## config.mk

```make
export PLATFORM = sky130hd
export DESIGN_NAME = uart_cmd_rx
export DESIGN_NICKNAME = d
export VERILOG_FILES = /design/src/rtl/uart_cmd_rx.sv
export SDC_FILE = /design/constraint.sdc
export NUM_CORES = 1
export LEC_CHECK = 0
export CORE_UTILIZATION = 60
export CTS_BUF_LIST = sky130_fd_sc_hd__clkbuf_8
export DETAILED_ROUTE_END_ITERATION = 12
export PLACE_DENSITY = 0.82
export SYNTH_ARGS = -nofsm -noshare
export SYNTH_HDL_FRONTEND = slang
export SYNTH_SLANG_ARGS = --single-unit
```

## constraint.sdc

```tcl
create_clock -name clk -period 6.1 [get_ports clk]
set_input_delay 0.915 -clock clk [delete_from_list [all_inputs] [get_ports clk]]
set_output_delay 0.915 -clock clk [all_outputs]
set_load 0.03 [all_outputs]
```

## src/rtl/uart_cmd_rx.sv

```systemverilog
// UART 8N1 receiver with ASCII command parser for the temperature monitor.
// Accepts "Hdddd" (threshold, degC x100) and "Pd" (report period) lines.
module uart_cmd_rx #(
    parameter int unsigned CLK_HZ = 100_000_000,
    parameter int unsigned BAUD   = 115200
) (
    input  logic        clk,
    input  logic        rst,
    input  logic        rx,
    output logic [7:0]  rx_data,
    output logic        rx_valid,
    output logic        frame_err,
    output logic        cmd_ok,
    output logic        cmd_err,
    output logic [15:0] thr_x100,
    output logic [3:0]  period_s
);

    localparam int unsigned CPB  = CLK_HZ / BAUD;
    localparam int unsigned HALF = CPB / 2;
    localparam int unsigned CW   = $clog2(CPB + 1);
    localparam logic [CW-1:0] CPB_M1  = CW'(CPB - 1);
    localparam logic [CW-1:0] HALF_M1 = CW'(HALF - 1);

    localparam logic [7:0] CH_CR = 8'h0D;
    localparam logic [7:0] CH_LF = 8'h0A;
    localparam logic [7:0] CH_0  = 8'h30;
    localparam logic [7:0] CH_9  = 8'h39;

    typedef enum logic [2:0] {
        R_IDLE, R_START, R_DATA, R_STOP, R_BREAK
    } rstate_e;

    typedef enum logic [1:0] {
        P_IDLE, P_HDIG, P_PDIG, P_TERM
    } pstate_e;

    logic          s1_q, s2_q;
    logic          armed_q, armed_d;
    rstate_e       rs_q, rs_d;
    logic [CW-1:0] cnt_q, cnt_d;
    logic [2:0]    bit_q, bit_d;
    logic [7:0]    sh_q, sh_d;
    logic [7:0]    data_q, data_d;
    logic          rxv_q, rxv_d;
    logic          ferr_q, ferr_d;

    pstate_e       ps_q, ps_d;
    logic [13:0]   acc_q, acc_d;
    logic [2:0]    n_q, n_d;
    logic [3:0]    pend_q, pend_d;
    logic [15:0]   thr_q, thr_d;
    logic [3:0]    per_q, per_d;
    logic          ok_q, ok_d;
    logic          err_q, err_d;

    logic          is_term, is_dig, is_h, is_p;
    logic [3:0]    dig;

    always_comb begin
        rs_d    = rs_q;
        cnt_d   = cnt_q;
        bit_d   = bit_q;
        sh_d    = sh_q;
        data_d  = data_q;
        rxv_d   = 1'b0;
        ferr_d  = 1'b0;
        armed_d = armed_q | s2_q;
        unique case (rs_q)
            R_IDLE: begin
                if (armed_q && !s2_q) begin
                    rs_d  = R_START;
                    cnt_d = '0;
                    bit_d = '0;
                end
            end
            R_START: begin
                if (cnt_q == HALF_M1) begin
                    cnt_d = '0;
                    rs_d  = s2_q ? R_IDLE : R_DATA;
                end else begin
                    cnt_d = cnt_q + 1'b1;
                end
            end
            R_DATA: begin
                if (cnt_q == CPB_M1) begin
                    cnt_d = '0;
                    sh_d  = {s2_q, sh_q[7:1]};
                    bit_d = bit_q + 3'd1;
                    if (bit_q == 3'd7) rs_d = R_STOP;
                end else begin
                    cnt_d = cnt_q + 1'b1;
                end
            end
            R_STOP: begin
                // Leaving at the stop-bit centre lets a back-to-back start be caught.
                if (cnt_q == CPB_M1) begin
                    cnt_d = '0;
                    if (s2_q) begin
                        data_d = sh_q;
                        rxv_d  = 1'b1;
                        rs_d   = R_IDLE;
                    end else begin
                        ferr_d  = 1'b1;
                        armed_d = 1'b0;
                        rs_d    = R_BREAK;
                    end
                end else begin
                    cnt_d = cnt_q + 1'b1;
                end
            end
            R_BREAK: begin
                if (s2_q) rs_d = R_IDLE;
            end
            default: rs_d = R_IDLE;
        endcase
    end

    assign is_term = (data_q == CH_CR) || (data_q == CH_LF);
    assign is_dig  = (data_q >= CH_0) && (data_q <= CH_9);
    assign is_h    = (data_q == 8'h48) || (data_q == 8'h68);
    assign is_p    = (data_q == 8'h50) || (data_q == 8'h70);
    assign dig     = data_q[3:0];

    always_comb begin
        ps_d   = ps_q;
        acc_d  = acc_q;
        n_d    = n_q;
        pend_d = pend_q;
        thr_d  = thr_q;
        per_d  = per_q;
        ok_d   = 1'b0;
        err_d  = 1'b0;
        if (ferr_q) begin
            if (ps_q != P_IDLE) begin
                err_d = 1'b1;
                ps_d  = P_IDLE;
            end
        end else if (rxv_q) begin
            unique case (ps_q)
                P_IDLE: begin
                    if (is_h) begin
                        ps_d  = P_HDIG;
                        acc_d = '0;
                        n_d   = '0;
                    end else if (is_p) begin
                        ps_d = P_PDIG;
                    end else if (!is_term) begin
                        err_d = 1'b1;
                    end
                end
                P_HDIG: begin
                    if (is_dig && n_q != 3'd4) begin
                        acc_d = acc_q * 14'd10 + {10'd0, dig};
                        n_d   = n_q + 3'd1;
                    end else if (is_term && n_q == 3'd4) begin
                        thr_d = {2'b00, acc_q};
                        ok_d  = 1'b1;
                        ps_d  = P_IDLE;
                    end else begin
                        err_d = 1'b1;
                        ps_d  = P_IDLE;
                    end
                end
                P_PDIG: begin
                    if (is_dig && dig != 4'd0) begin
                        pend_d = dig;
                        ps_d   = P_TERM;
                    end else begin
                        err_d = 1'b1;
                        ps_d  = P_IDLE;
                    end
                end
                P_TERM: begin
                    if (is_term) begin
                        per_d = pend_q;
                        ok_d  = 1'b1;
                    end else begin
                        err_d = 1'b1;
                    end
                    ps_d = P_IDLE;
                end
            endcase
        end
    end

    always_ff @(posedge clk or negedge rst) begin
        if (!rst) begin
            s1_q    <= 1'b1;
            s2_q    <= 1'b1;
            armed_q <= 1'b0;
            rs_q    <= R_IDLE;
            cnt_q   <= '0;
            bit_q   <= '0;
            sh_q    <= '0;
            data_q  <= 8'h00;
            rxv_q   <= 1'b0;
            ferr_q  <= 1'b0;
            ps_q    <= P_IDLE;
            acc_q   <= '0;
            n_q     <= '0;
            pend_q  <= 4'd1;
            thr_q   <= 16'd8500;
            per_q   <= 4'd1;
            ok_q    <= 1'b0;
            err_q   <= 1'b0;
        end else begin
            s1_q    <= rx;
            s2_q    <= s1_q;
            armed_q <= armed_d;
            rs_q    <= rs_d;
            cnt_q   <= cnt_d;
            bit_q   <= bit_d;
            sh_q    <= sh_d;
            data_q  <= data_d;
            rxv_q   <= rxv_d;
            ferr_q  <= ferr_d;
            ps_q    <= ps_d;
            acc_q   <= acc_d;
            n_q     <= n_d;
            pend_q  <= pend_d;
            thr_q   <= thr_d;
            per_q   <= per_d;
            ok_q    <= ok_d;
            err_q   <= err_d;
        end
    end

    assign rx_data   = data_q;
    assign rx_valid  = rxv_q;
    assign frame_err = ferr_q;
    assign cmd_ok    = ok_q;
    assign cmd_err   = err_q;
    assign thr_x100  = thr_q;
    assign period_s  = per_q;

endmodule

```

==> flow_metrics.tcl <==
set metrics [dict create \
    syn_to_final_growth_pct 14.6 \
    initial_core_util 0.628 \
    fill_cells 532 \
    status "completed" \
    nets 476 \
    post_cts_buffers 0 \
    syn_area_um2 4340 \
    finalHoldViolCount 0 \
    postCtsHoldBufs 0 \
    antenna_cells 0 \
    route.vias.total 3164 \
    slew-limit-headroom 0.353 \
    cp.arrival_ps 3330 \
    drt_first_pass_iters 5 \
    cts_made_buffers 9 \
    syn_avg_cell_area_um2 10.6 \
    cts_root_buf "clkbuf_8" \
    ant_nets 0 \
    ys_types 57 \
    clock-sinks 80 \
    ys_seq_area_frac 0.464 \
    dieWidth_um 87.0 \
    dieArea_um2 7580 \
    mostFrequentLayoutCells "dfrtp_1 (71), nand2_1 (49), clkdlybuf4s50_1 (31)" \
    insertion_delay_ps 360 \
    h-tree-depth 3 \
    ys_seq_elements 80 \
    pwr-share-clk 0.429 \
    drv_slew 0 \
    cts_tree "done" \
    crit_type "register to register" \
    p_int_w 0.000844 \
    finClkSkew_ps 12.0 \
    synthArstFlopShare 1.00 \
    drt_iter0_drc 158 \
    grt_pass1_wl_mm 14.3 \
    irDropWorstVdd_mv 0.160 \
    final_common_cell "dfrtp_1" \
    grt_pass1_vias 2962 \
    synthCells 411 \
    p_comb_frac 0.055 \
    cts.repair.resized 0 \
    hp-class "register to register" \
    routed_via_density 5.82 \
    cp.required_ps 6320 \
    dp_hpwl_mm 6.11 \
    gp_congestion 0.883 \
    whs_ps 365 \
    rsz0062_at_grt "no" \
    crit_fanout 5 \
    placementRows 30 \
    pwr-share-seq 0.516 \
    finalCriticalPeriod_ps 3110 \
    power-per-cell-area_nw_per_um2 220 \
    finalCritPeriodShare 0.510 \
    drt-wirelength-per-cell_um 15.5 \
    grt_usage 0.250 \
    grt_max_degree 81 \
    worst_slew_pin_slew_ps 970 \
    routed_wl_mm 8.42 \
    clock.fmax_ghz 0.321 \
    cp-startpoint "acc_q[1]" \
    ys.flop_type "dfrtp_1" \
    overflow 0 \
    drcViolationCount 0 \
    tns_ps 0 \
    ioPinCount 35 \
    p_sw_w 0.000251 \
    path_clk_slew_ps 90 \
    drv_cap 0 \
    clockBufferDepth 2 \
    rr_startpoint "acc_q[1]" \
    netSwitchingFraction 0.229 \
    port_buffers 32 \
    worstSetupStartpointType "register" \
    core_um2 6910 \
    critPathCaptureType "register" \
    drive_gt1_frac 0.141 \
    setup_viol 0 \
    min-delay-start "s1_q" \
    antenna_found_initial 0 \
    synth_edf_count 0 \
    cellLeakagePower_nw 2.35 \
    die_height_um 87.0 \
    yosysWarnings 0 \
]
## worst max-delay path, stage by stage (launching register included)
cell      delay (ps)
dfrtp_1          450
ha_1             320
ha_1             230
fa_1             440
a211o_1          320
a2111o_1         380
o311ai_2         120
nand4b_1         150
and4bb_1         310
xnor2_1          160
o31ai_2           70
## final cells by class
class	count	area, µm²	share of cell area
clock buffers	9	124	0.0249
clock inverters	7	120	0.0242
inverters	11	41.3	0.00831
multi-input cells	309	2230	0.450
flip-flops and latches	80	2010	0.405
well taps	96	120	0.0242
repair buffers	32	318	0.0639
## power groups by stage
stage          clock network, W  registers [W]   logic, W
6_report               0.000469       0.000565  0.0000607
5_1_grt                0.000503       0.000567  0.0000713
4_1_cts                0.000479       0.000564  0.0000621
3_5_place_dp                  0       0.000574  0.0000623
3_3_place_gp                  0       0.000574  0.0000581
2_1_floorplan                 0       0.000569  0.0000438
## path summary, 6_finish.rpt
path | endpoint | slack [ps] | cells after the start
setup / recovery | acc_q[13] | 2990 | 10
hold / removal | s2_q | 360 | 0
setup reg to reg | acc_q[13] | 2990 | 10
hold reg to reg | s2_q | 360 | 0
max in group asynchronous | acc_q[2] | 4750 | 1
min in group asynchronous | thr_x100[7] | 700 | 1
## routing by layer
layer	routed length [µm]	global-route usage	part of all wire
met1	3720	0.326	0.44
met2	4220	0.412	0.50
met3	402	0.0635	0.048
met4	83	0.0742	0.0099
met5	0	0	0
## cells in the mapped netlist, types with 6 or more instances
| cell type | count | area (µm²) |
|---|---|---|
| nand2_1 | 49 | 184 |
| inv_1 | 10 | 37.5 |
| o21ai_1 | 15 | 75.1 |
| xnor2_1 | 13 | 114 |
| dfstp_2 | 9 | 236 |
| mux2_2 | 28 | 315 |
| o21ai_0 | 15 | 75.1 |
| nand3_1 | 17 | 85.1 |
| xor2_1 | 6 | 52.6 |
| clkbuf_1 | 9 | 33.8 |
| ha_1 | 28 | 350 |
| a21oi_1 | 16 | 80.1 |
| mux2_1 | 9 | 101 |
| nor2_1 | 25 | 93.8 |
| nand2b_1 | 8 | 50.1 |
| nand4_1 | 6 | 37.5 |
| dfrtp_1 | 71 | 1780 |
## sequential cells by signal (all words and copies together) (netlist names), 2 cells and up
signal	flops
acc_q	14
thr_x100	14
cnt_q	10
rx_data	8
sh_q	8
pend_q	4
period_s	4
bit_q	3
n_q	3
rs_q	3
ps_q	2
## metrics by stage
step	cells	power (W)	cell area, µm²	util	worst slack, ps
finish	544	0.00109	4970	0.720	2990
global route	544	0.00114	4970	0.720	2890
CTS	544	0.00111	4970	0.720	3000
detailed placement	528	0.000637	4730	0.684	3040
global placement	528	0.000632	4730	0.684	3150
floorplan	412	0.000613	4340	-	3260
## cells by family after synthesis
group | after synthesis | share of synthesized area
XOR/XNOR | 20 | 0.0421
flip-flops | 80 | 0.464
AND/OR/NAND/NOR | 145 | 0.173
buffers and inverters | 23 | 0.0219
AO/OA/AOI/OAI | 73 | 0.108
multiplexers | 39 | 0.101
adder cells (fa/ha/maj) | 30 | 0.0900
other | 1 | 0.000864
Note: power is estimated with default switching activity, not from simulation.
